==> config.mk <==
export PLATFORM = sky130hd
export DESIGN_NAME = time_entry_encoder_flat
export DESIGN_NICKNAME = d
export VERILOG_FILES = /design/src/rtl/microwave_pkg.sv /design/src/rtl/time_entry_encoder_if.sv /design/src/rtl/onehot_to_bcd.sv /design/src/rtl/time_entry_encoder.sv /design/src/flat_wrapper.sv
export SDC_FILE = /design/constraint.sdc
export NUM_CORES = 1
export LEC_CHECK = 0
export CAP_MARGIN = 5
export CORE_MARGIN = 4
export CORE_UTILIZATION = 60
export DETAILED_ROUTE_END_ITERATION = 6
export PLACE_DENSITY_LB_ADDON = 0.15
export SLEW_MARGIN = 25
export SYNTH_ARGS = -nofsm -noshare
export SYNTH_HDL_FRONTEND = slang
export SYNTH_SLANG_ARGS = --single-unit
==> constraint.sdc <==
create_clock -name clk -period 11.95 [get_ports clk]
set_input_delay 2.39 -clock clk [delete_from_list [all_inputs] [get_ports clk]]
set_output_delay 2.39 -clock clk [all_outputs]
set_load 0.02 [all_outputs]
==> src/rtl/microwave_pkg.sv <==
// Shared types and constants for the microwave time-entry keypad encoder.
// Imported by the interface, the encoder top and its code converter.
package microwave_pkg;

  localparam int BCD_W = 4;
  localparam int NUM_KEYS = 10;
  localparam int DEBOUNCE_CYCLES_DEF = 4;

  typedef logic [BCD_W-1:0] bcd_t;
  typedef logic [NUM_KEYS-1:0] keys_t;

  typedef enum logic [1:0] {
    IDLE,
    PRESS_DB,
    HELD,
    RELEASE_DB
  } te_state_e;

  // A digit can move into the tens-of-seconds slot only if it is 0..5.
  function automatic logic tens_ok(input bcd_t d);
    return d <= BCD_W'(5);
  endfunction

endpackage

==> src/rtl/time_entry_encoder_if.sv <==
// Keypad-side inputs and BCD time outputs of the time-entry encoder.
// master drives the keypad/controls, slave is the encoder.
interface time_entry_encoder_if;
  import microwave_pkg::*;

  keys_t keypad;
  logic  enable;
  logic  clear;
  bcd_t  sec_ones;
  bcd_t  sec_tens;
  bcd_t  min;
  logic  key_valid;
  bcd_t  key_code;
  logic  key_error;

  modport master (
    output keypad, enable, clear,
    input  sec_ones, sec_tens, min,
    input  key_valid, key_code, key_error
  );

  modport slave (
    input  keypad, enable, clear,
    output sec_ones, sec_tens, min,
    output key_valid, key_code, key_error
  );

endinterface

==> src/rtl/onehot_to_bcd.sv <==
// Keypad pattern to BCD digit converter.
// onehot is high only when exactly one key bit is set.
module onehot_to_bcd
  import microwave_pkg::*;
(
  input  keys_t pattern,
  output bcd_t  code,
  output logic  onehot
);

  logic [3:0] ones_cnt;

  // Encode the highest set key and count how many keys are down.
  always_comb begin
    code = '0;
    ones_cnt = '0;
    for (int i = 0; i < NUM_KEYS; i++) begin
      if (pattern[i]) begin
        code = BCD_W'(i);
        ones_cnt = ones_cnt + 4'd1;
      end
    end
    onehot = (ones_cnt == 4'd1);
  end

endmodule

==> src/rtl/time_entry_encoder.sv <==
// Debounced keypad entry that shifts digits into an M:SS BCD time.
// Each debounced press is evaluated once; repeats need a debounced release.
module time_entry_encoder
  import microwave_pkg::*;
#(
  parameter int DEBOUNCE_CYCLES = DEBOUNCE_CYCLES_DEF
) (
  input logic                clk,
  input logic                rst_n,
  time_entry_encoder_if.slave bus
);

  localparam int CNT_W = $clog2(DEBOUNCE_CYCLES + 1);
  localparam logic [CNT_W-1:0] CNT_ONE = CNT_W'(1);
  localparam logic [CNT_W-1:0] CNT_MAX = CNT_W'(DEBOUNCE_CYCLES);

  te_state_e state_q, state_d;
  logic [CNT_W-1:0] count_q, count_d;
  keys_t pat_q, pat_d;
  bcd_t ones_q, ones_d;
  bcd_t tens_q, tens_d;
  bcd_t min_q, min_d;
  bcd_t code_q, code_d;
  logic valid_q, valid_d;
  logic error_q, error_d;

  bcd_t pat_code;
  logic pat_onehot;
  logic [CNT_W-1:0] count_inc;

  onehot_to_bcd u_conv (
    .pattern (pat_q),
    .code    (pat_code),
    .onehot  (pat_onehot)
  );

  assign count_inc = count_q + CNT_ONE;

  // Debounce FSM, press evaluation, digit shift and clear/enable overrides.
  always_comb begin
    state_d = state_q;
    count_d = count_q;
    pat_d   = pat_q;
    ones_d  = ones_q;
    tens_d  = tens_q;
    min_d   = min_q;
    code_d  = code_q;
    valid_d = 1'b0;
    error_d = 1'b0;

    unique case (state_q)
      IDLE: begin
        if (bus.keypad != '0) begin
          pat_d   = bus.keypad;
          count_d = CNT_ONE;
          state_d = PRESS_DB;
        end
      end
      PRESS_DB: begin
        if (bus.keypad == pat_q) begin
          count_d = count_inc;
          if (count_inc == CNT_MAX) begin
            state_d = HELD;
            if (pat_onehot && tens_ok(ones_q)) begin
              min_d   = tens_q;
              tens_d  = ones_q;
              ones_d  = pat_code;
              code_d  = pat_code;
              valid_d = 1'b1;
            end else begin
              error_d = 1'b1;
            end
          end
        end else if (bus.keypad != '0) begin
          pat_d   = bus.keypad;
          count_d = CNT_ONE;
        end else begin
          count_d = '0;
          state_d = IDLE;
        end
      end
      HELD: begin
        if (bus.keypad == '0) begin
          count_d = CNT_ONE;
          state_d = RELEASE_DB;
        end
      end
      RELEASE_DB: begin
        if (bus.keypad == '0) begin
          count_d = count_inc;
          if (count_inc == CNT_MAX) begin
            count_d = '0;
            state_d = IDLE;
          end
        end else begin
          state_d = HELD;
        end
      end
      default: begin
        count_d = '0;
        state_d = IDLE;
      end
    endcase

    // Disabled entry parks the FSM and discards any press outcome.
    if (!bus.enable) begin
      state_d = IDLE;
      count_d = '0;
      pat_d   = pat_q;
      ones_d  = ones_q;
      tens_d  = tens_q;
      min_d   = min_q;
      code_d  = code_q;
      valid_d = 1'b0;
      error_d = 1'b0;
    end

    // Clear wins over a same-edge accept; last key code is kept.
    if (bus.clear) begin
      state_d = IDLE;
      count_d = '0;
      ones_d  = '0;
      tens_d  = '0;
      min_d   = '0;
      code_d  = code_q;
      valid_d = 1'b0;
      error_d = 1'b0;
    end
  end

  // State and output registers with synchronous reset.
  always_ff @(posedge clk) begin
    if (!rst_n) begin
      state_q <= IDLE;
      count_q <= '0;
      pat_q   <= '0;
      ones_q  <= '0;
      tens_q  <= '0;
      min_q   <= '0;
      code_q  <= '0;
      valid_q <= 1'b0;
      error_q <= 1'b0;
    end else begin
      state_q <= state_d;
      count_q <= count_d;
      pat_q   <= pat_d;
      ones_q  <= ones_d;
      tens_q  <= tens_d;
      min_q   <= min_d;
      code_q  <= code_d;
      valid_q <= valid_d;
      error_q <= error_d;
    end
  end

  assign bus.sec_ones  = ones_q;
  assign bus.sec_tens  = tens_q;
  assign bus.min       = min_q;
  assign bus.key_code  = code_q;
  assign bus.key_valid = valid_q;
  assign bus.key_error = error_q;

endmodule
==> src/flat_wrapper.sv <==
// flat-port wrapper written by rule: the top's interface ports become plain ports
module time_entry_encoder_flat import microwave_pkg::*;
#(
  parameter int DEBOUNCE_CYCLES = DEBOUNCE_CYCLES_DEF
)
  (clk, rst_n, bus_keypad, bus_enable, bus_clear, bus_sec_ones, bus_sec_tens, bus_min, bus_key_valid, bus_key_code, bus_key_error);
  time_entry_encoder_if bus_i ();
  input logic clk;
  input logic rst_n;
  input wire logic [$bits(bus_i.keypad)-1:0] bus_keypad;
  input wire logic [$bits(bus_i.enable)-1:0] bus_enable;
  input wire logic [$bits(bus_i.clear)-1:0] bus_clear;
  output wire logic [$bits(bus_i.sec_ones)-1:0] bus_sec_ones;
  output wire logic [$bits(bus_i.sec_tens)-1:0] bus_sec_tens;
  output wire logic [$bits(bus_i.min)-1:0] bus_min;
  output wire logic [$bits(bus_i.key_valid)-1:0] bus_key_valid;
  output wire logic [$bits(bus_i.key_code)-1:0] bus_key_code;
  output wire logic [$bits(bus_i.key_error)-1:0] bus_key_error;
  assign bus_i.keypad = bus_keypad;
  assign bus_i.enable = bus_enable;
  assign bus_i.clear = bus_clear;
  assign bus_sec_ones = bus_i.sec_ones;
  assign bus_sec_tens = bus_i.sec_tens;
  assign bus_min = bus_i.min;
  assign bus_key_valid = bus_i.key_valid;
  assign bus_key_code = bus_i.key_code;
  assign bus_key_error = bus_i.key_error;
  time_entry_encoder #(.DEBOUNCE_CYCLES(DEBOUNCE_CYCLES)) u_core (.clk(clk), .rst_n(rst_n), .bus(bus_i));
endmodule
==> reports/qor_table.md, run 1 <==
| Quantity | Value |
| --- | --- |
| Outcome | complete, no violations |
| Worst-path fanout max | 7 |
| Worst hold path endpoint | u_core.bus.min[1] |
| Area of the multi-input gates | 0.00166 mm2 |
| Summed instance area of the synthesized netlist | 0.00243 mm2 |
| Data required time at the worst endpoint | 12140 ps |
| Drt wl/cell | 14.4 um |
| Data arrival time at the worst-slack endpoint | 6680 ps |
| Initial antenna violation count | 0 |
| Synth cell types | 56 |
| Register-to-Register Setup Slack | 5450 ps |
| Worst skew pair latency | 290 ps |
| Die Height | 71.7 um |
| Fraction of synthesized cell area taken by the top area cell type | 27.2% |
| Sequential cell area | 661 um2 |
| Overall overflow remaining after global route | 0 |
| Pre-Repair DR Iteration Count | 4 |
| Path type of the worst min-delay path | reg2reg |
| Post-synthesis instance total | 292 |
| TritonCTS clock tree | built |
| Maximum number of pins on one net before global-route repair | 17 |
| Buffers plus inverters on the worst setup path | 2 |
| Routed wire length | 5.27 mm |
| Min Tclk post-route | 6500 ps |
| Worst-margin pin slew | 1010 ps |
| Final count of pins violating max slew | 0 |
| Count of cells resized by post-cts repair | 0 |
| Via count of the first global-routing pass | 2101 |
| ANT cells | 0 |
| Count of flip-flops with a built-in enable after synthesis | 0 |
| FF-to-FF path depth | 30 |
| Hold-fix buffer count after cts | 0 |
| Number of endpoints with negative hold slack in the final report | 0 |
| Layout overhead on the synthesized area | 17.3% |
| RSZ-0062 raised after global routing | false |
| Critical R2R Launch | u_core.pat_q[1] |
| GR Util All Layers | 21.9% |
| Peak supply drop | 89.4 uV |
| FILL cells | 300 |
| Clk root buf | clkbuf_8 |
| Core footprint | 0.00380 mm2 |
| Number of placed instances, taps included | 359 |
| Reported leakage power | 1.09 nW |
| Number of setup violations in the final report | 0 |
| Delay of the slowest cell on the worst path | 450 ps |
| Most area-consuming cells after synthesis | dfxtp_1 (27%), mux2i_1 (8.6%), xnor2_1 (7.6%), nand2_1 (6.2%), ha_1 (5.7%) |
| Min-Delay Path Depth | 2 |
| Largest area contributor in the synthesized netlist | dfxtp_1 |
| Crit-path leading delay family | adder cells |
| Most frequent cells after synthesis | nand2_1 (40), dfxtp_1 (33), nor2_1 (27), mux2i_1 (21), xnor2_1 (21) |
| Chip width | 71.7 um |
| Via density | 5.88 |
| Final Wtd Congestion | 0.862 |
| Fraction of the yosys area taken by sequential cells | 27.2% |
| Boundary pin count | 32 |
| Most common cell in the synthesized netlist | nand2_1 |
| Worst r2r dst | u_core.bus.key_code[0] |
| Worst setup EP type | flip-flop |
| DR vias | 2157 |
| Worst hold start | u_core.bus.min[1] |
| Critical path startpoint category | flip-flop |
| Number of clock sinks seen by CTS | 33 |
| Clock skew | 4.74 ps |
| Proportion of layout cells with a drive suffix above 1 | 6.58% |
| Most frequent cell on the critical path | ha_1 |
| Synth Net Count | 317 |
| Tcrit/Tclk final | 54.4% |
| PortBufs | 31 |
| Total number of placement rows | 22 |
| Max-cap check violation count | 0 |
| First-pass GRT wire length | 9.17 mm |
| Final-layout setup total negative slack | 0 ps |
| Type of the worst setup path | reg2reg |
| Highest clock frequency the design can meet | 154 MHz |
| Number of buffers inserted to repair setup after CTS | 0 |
| Worst-path clk slew | 70 ps |
| Final Non-Filler Cells | 367 |
| Maximum level of the CTS H-tree | 2 |
| Residual antenna-violating net count after detailed routing | 0 |
| Fraction of synthesis flops using an asynchronous set or reset pin | 0% |
| Mean instance size in the synthesized netlist | 8.33 um2 |
| Clk buf depth | 2 |
| Num CTS Buffers | 5 |
| Number of warnings reported in the yosys synthesis log | 0 |
| Critical path's slowest cell | o41a_1 |
| Die area | 0.00514 mm2 |
| Starting Density | 64.0% |
| Final net count | 343 |
| PwrDens | 109 mW/mm2 |
| Predominant post-synthesis flop cell | dfxtp_1 |
| Synthesis-stage register bit count | 33 |
| Slew margin rel. | 32.3% |
| DP HPWL | 4.03 mm |
| Number of remaining DRC errors | 0 |
| DRC violation total after the first TritonRoute iteration | 131 |
==> state kept, by name, indices dropped and copies added (netlist names) <==
name	cells
u_core.bus.key_error	1
u_core.count_q	3
u_core.state_q	2
u_core.bus.sec_ones	4
u_core.pat_q	10
u_core.bus.key_valid	1
u_core.bus.min	4
u_core.bus.key_code	4
u_core.bus.sec_tens	4
==> power breakdown <==
| part | internal [mW] | switching [mW] | total, mW | leakage (nW) |
|---|---|---|---|---|
| Sequential | 0.112 | 0.00634 | 0.119 | 0.268 |
| Combinational | 0.0444 | 0.0539 | 0.0983 | 0.771 |
| Clock | 0.0520 | 0.0412 | 0.0932 | 0.0542 |
| Total | 0.209 | 0.101 | 0.310 | 1.09 |
==> metrics by stage <==
stage / area, um2 / setup slack (ps) / power (mW) / util [%] / hold slack (ps)
global placement: 2750 / 5710 / 0.216 / 72.5 / 443
finish: 2850 / 5450 / 0.310 / 75.1 / 458
CTS: 2850 / 5470 / 0.310 / 75.1 / 461
global route: 2850 / 4880 / 0.329 / 75.1 / 488
floorplan: 2430 / 5980 / 0.198 / - / 484
detailed placement: 2750 / 5530 / 0.218 / 72.5 / 453
==> how the worst max path moves through the flow <==
stage | startpoint | endpoint | cells after the start
final | u_core.pat_q[1] | u_core.bus.key_code[0] | 30
after global routing | u_core.pat_q[1] | u_core.bus.key_code[0] | 32
after CTS | u_core.pat_q[1] | u_core.bus.key_code[0] | 30
after detailed placement | u_core.pat_q[1] | u_core.bus.key_code[0] | 30
after global placement | u_core.pat_q[1] | u_core.bus.key_code[0] | 30
after floorplan | u_core.pat_q[1] | u_core.bus.key_code[0] | 31
==> worst register-to-register path: cells and delay by family, from the launching register on <==
kind | cells | cell delay [ps]
AO/OA/AOI/OAI | 10 | 1780
XOR/XNOR | 1 | 170
adder cells (fa/ha/maj) | 8 | 2540
buffers and inverters | 2 | 150
flip-flops | 1 | 440
multiplexers | 1 | 280
AND/OR/NAND/NOR | 8 | 1040
==> placed cells by master (no fill, tap or decap), types with 4 or more instances in the layout <==
cell type | netlist | final
nand3_1 | 4 | 4
nand2_1 | 40 | 40
nor2_1 | 27 | 27
inv_1 | 15 | 15
o21ai_0 | 10 | 10
a31oi_1 | 4 | 4
nor4_1 | 4 | 4
xnor2_1 | 21 | 21
a21oi_1 | 12 | 12
nor3_1 | 6 | 6
nand4_1 | 6 | 6
clkbuf_8 | 0 | 7
clkdlybuf4s50_1 | 0 | 31
dfxtp_1 | 33 | 33
xor2_1 | 8 | 8
ha_1 | 11 | 11
mux2i_1 | 21 | 21
==> kinds of logic after synthesis <==
group           Yosys count  synth area share [%]
mux                      23                  10.0
buf+inv                  28                  4.63
simple gates            111                  21.7
fa+ha+maj                11                  5.66
compound gates           51                  14.9
flops                    33                  27.2
xor+xnor                 35                  15.9
==> metal layers <==
layer	global-route usage (%)	vias up	wire length, um
li1	-	1078	-
met1	27.2	991	2340
met2	37.7	75	2490
met3	4.07	13	332
met4	8.14	0	110
met5	0	-	0
==> final cells by class <==
cell class                      instances  share of cell area, %
Multi-Input combinational cell        231                   58.1
Timing Repair Buffer                   31                   10.9
Inverter                               16                   2.19
Tap cell                               48                   2.10
Sequential cell                        33                   23.1
Clock inverter                          1                  0.175
Clock buffer                            7                   3.38
Power figures use the tool's default switching activity.
==> inputs of run 2 (changes only) <==
--- a/config.mk
+++ b/config.mk
@@ -7,7 +7,7 @@
 export LEC_CHECK = 0
 export CAP_MARGIN = 5
 export CORE_MARGIN = 4
-export CORE_UTILIZATION = 60
+export CORE_UTILIZATION = 56
 export DETAILED_ROUTE_END_ITERATION = 6
 export PLACE_DENSITY_LB_ADDON = 0.15
 export SLEW_MARGIN = 25
==> constraint.sdc (replaced) <==
create_clock -name clk -period 6.2 [get_ports clk]
set_input_delay 1.24 -clock clk [delete_from_list [all_inputs] [get_ports clk]]
set_output_delay 1.24 -clock clk [all_outputs]
set_load 0.02 [all_outputs]
==> run 2 against run 1 <==
Compared with the run above:
- critical path type unchanged
- largest power group is now combinational logic
- register-to-register slack worse by 5400 ps
- clock power grew 74%
- final area grew 8.5%
==> reports/qor_table.md, run 2 (synthesis gave the netlist of run 1 again) <==
| Quantity | Value | Delta |
| --- | --- | --- |
| Outcome | complete, no violations |  |
| Via density | 6.08 | +3.4% |
| Power spent charging and discharging nets | 0.215 mW | +110% |
| Min-Delay Path Depth | 2 | unchanged |
| TritonCTS clock tree | built |  |
| Final count of pins violating max slew | 0 | unchanged |
| Tcrit/Tclk final | 99.3% | +45 points |
| Maximum number of pins on one net before global-route repair | 17 | unchanged |
| Clk root buf | clkbuf_8 |  |
| Final net count | 359 | +4.7% |
| Commonest non-fill, non-tap cell in the layout | nand2_1 |  |
| GR Util All Layers | 21.0% | -0.94 points |
| Drt wl/cell | 15.8 um | +10% |
| Max-cap check violation count | 0 | unchanged |
| Data arrival time at the worst-slack endpoint | 6370 ps | -310 ps |
| Worst skew pair latency | 280 ps | about the same |
| DRC violation total after the first TritonRoute iteration | 179 | +37% |
| Path type of the worst min-delay path | reg2reg |  |
| Number of placed instances, taps included | 367 | +2.2% |
| Maximum level of the CTS H-tree | 2 | unchanged |
| Internal portion of total power | 0.425 mW | +100% |
| Num CTS Buffers | 5 | unchanged |
| Number of setup violations in the final report | 0 | unchanged |
| Origin of the worst setup path | u_core.pat_q[0] |  |
| PwrDens | 207 mW/mm2 | +90% |
| Clk buf depth | 2 | unchanged |
| Number of remaining DRC errors | 0 | unchanged |
| Die Height | 73.9 um | +3.1% |
| Min Tclk post-route | 6150 ps | -343 ps |
| Number of clock sinks seen by CTS | 33 | unchanged |
| Worst-path fanout max | 4 | -3 |
| Setup slack at placement | -26.1 ps | -5550 ps |
| Final Wtd Congestion | 0.821 | -4.8% |
| Sw Ratio | 33.7% | +0.95 points |
| Register-to-Register Setup Slack | 50 ps | -5410 ps |
| Data required time at the worst endpoint | 6410 ps | -5730 ps |
| Worst r2r dst | u_core.bus.key_code[3] |  |
| Pre-Repair DR Iteration Count | 4 | unchanged |
| Clock network fraction of design power | 25.3% | -4.7 points |
| Worst setup EP type | flip-flop |  |
| Type of the worst setup path | reg2reg |  |
| Most frequent cells in the layout | nand2_1 (37), clkdlybuf4s50_1 (31), dfxtp_1 (31) |  |
| Hold-fix buffer count after cts | 0 | unchanged |
| Relative contribution of combinational cells to total power | 39.0% | +7.3 points |
| Via count of the first global-routing pass | 2028 | -3.5% |
| Die area | 0.00546 mm2 | +6.3% |
| Worst hold start | u_core.bus.min[3] |  |
| Core footprint | 0.00409 mm2 | +7.6% |
| Critical path startpoint category | flip-flop |  |
| Total number of placement rows | 23 | +4.5% |
| First-pass GRT wire length | 8.99 mm | -2.0% |
| Clock skew | 3.67 ps | -1.07 ps |
| Highest clock frequency the design can meet | 163 MHz | +5.6% |
| FF-to-FF path depth | 33 | +10% |
| Proportion of layout cells with a drive suffix above 1 | 16.8% | +10 points |
| Reported leakage power | 1.20 nW | +9.6% |
| PortBufs | 31 | unchanged |
| Worst-margin pin slew | 992 ps | -19.9 ps |
| Chip width | 73.9 um | +3.1% |
| Final Non-Filler Cells | 384 | +4.6% |
| Residual antenna-violating net count after detailed routing | 0 | unchanged |
| Top reg by flops | u_core.pat_q |  |
| Number of endpoints with negative hold slack in the final report | 0 | unchanged |
| Critical path's slowest cell | dfxtp_2 |  |
| Share of the core filled with cells in the final layout | 75.8% | +0.68 points |
| Overall overflow remaining after global route | 0 | unchanged |
| DR vias | 2333 | +8.2% |
| DP HPWL | 4.11 mm | +2.2% |
| Initial antenna violation count | 0 | unchanged |
| Critical R2R Launch | u_core.pat_q[0] |  |
| Starting Density | 59.5% | -4.5 points |
| Peak supply drop | 144 uV | +61% |
| Flip-flop count of the largest register after layout | 10 | unchanged |
| Slew margin rel. | 33.6% | +1.3 points |
| Delay of the slowest cell on the worst path | 360 ps | -90 ps |
| ANT cells | 0 | unchanged |
| Routed wire length | 6.09 mm | +15% |
| Most frequent cell on the critical path | ha_1 |  |
| Layout overhead on the synthesized area | 27.4% |  |
| Boundary pin count | 32 | unchanged |
| Part of the power in registers | 35.7% | -2.5 points |
| Worst-path clk slew | 60 ps | about the same |
| Worst hold path endpoint | u_core.bus.min[3] |  |
| Fin worst setup slack | 46.4 ps | -5410 ps |
run 2: cell types whose count changed in the layout (fill, tap and decap cells not counted), moves of 2 or more:
cell     previous run  this run
buf_4               0        15
dfxtp_1            33        31
ha_1               11         7
ha_4                0         3
nand2_1            40        37
nand2_2             1         4
xnor2_1            21        19
xnor2_2             1         3
run 2: through the flow:
step | area (um2) | hold slack [ps] | power, mW | TNS [ps]
floorplan | 2430 | 484 | 0.382 | 0
global placement | 2810 | 442 | 0.428 | 0
detailed placement | 2810 | 455 | 0.433 | -26.1
CTS | 2920 | 464 | 0.596 | 0
global route | 3100 | 483 | 0.678 | -4070
finish | 3100 | 457 | 0.640 | 0
run 2: worst max-delay path by stage:
stage	slack, ps	cells after the start	end
floorplan	230	31	u_core.bus.key_code[0]
global placement	240	32	u_core.bus.key_code[0]
detailed placement	-30	32	u_core.bus.key_code[0]
CTS	40	32	u_core.bus.key_code[0]
global route	-320	34	u_core.bus.key_code[3]
finish	50	33	u_core.bus.key_code[3]
run 2: what timing repair did:
action                                  4_1_cts  5_1_grt
setup buffers                                 2        8
resized for setup                             1       25
endpoints found under the setup margin        1       17
gates cloned                                  0        0
pin swaps                                     1        9
run 2: power by group through the flow:
stage	combinational (mW)	sequential [mW]	clock, mW
final	0.250	0.228	0.162
after global routing	0.275	0.229	0.174
after CTS	0.203	0.227	0.166
after detailed placement	0.201	0.232	0
after global placement	0.197	0.231	0
after floorplan	0.158	0.224	0
run 2: worst max-delay path: cells and delay by family (launching register included):
| family | cells | cell delay, ps |
|---|---|---|
| AND/OR/NAND/NOR | 10 | 1190 |
| adder cells (fa/ha/maj) | 8 | 2200 |
| AO/OA/AOI/OAI | 7 | 1030 |
| buffers and inverters | 3 | 340 |
| flip-flops | 1 | 360 |
| XOR/XNOR | 4 | 660 |
| multiplexers | 1 | 290 |
run 2: cell type report:
cell class | instances | area (um2)
inverter | 16 | 62.6
tap | 50 | 62.6
clock buffer | 7 | 86.3
sequential | 33 | 666
timing repair buffer | 47 | 443
fill | 307 | 988
multi-input combinational | 231 | 1780
run 2: per-layer routing:
layer  global-route usage (%)  part of all wire (%)  up-vias
li1                         -                     -     1106
met1                     27.0                    42     1100
met2                     34.8                    48      106
met3                     4.79                   6.8       21
met4                     6.64                   2.9        0
met5                        0                     0        -
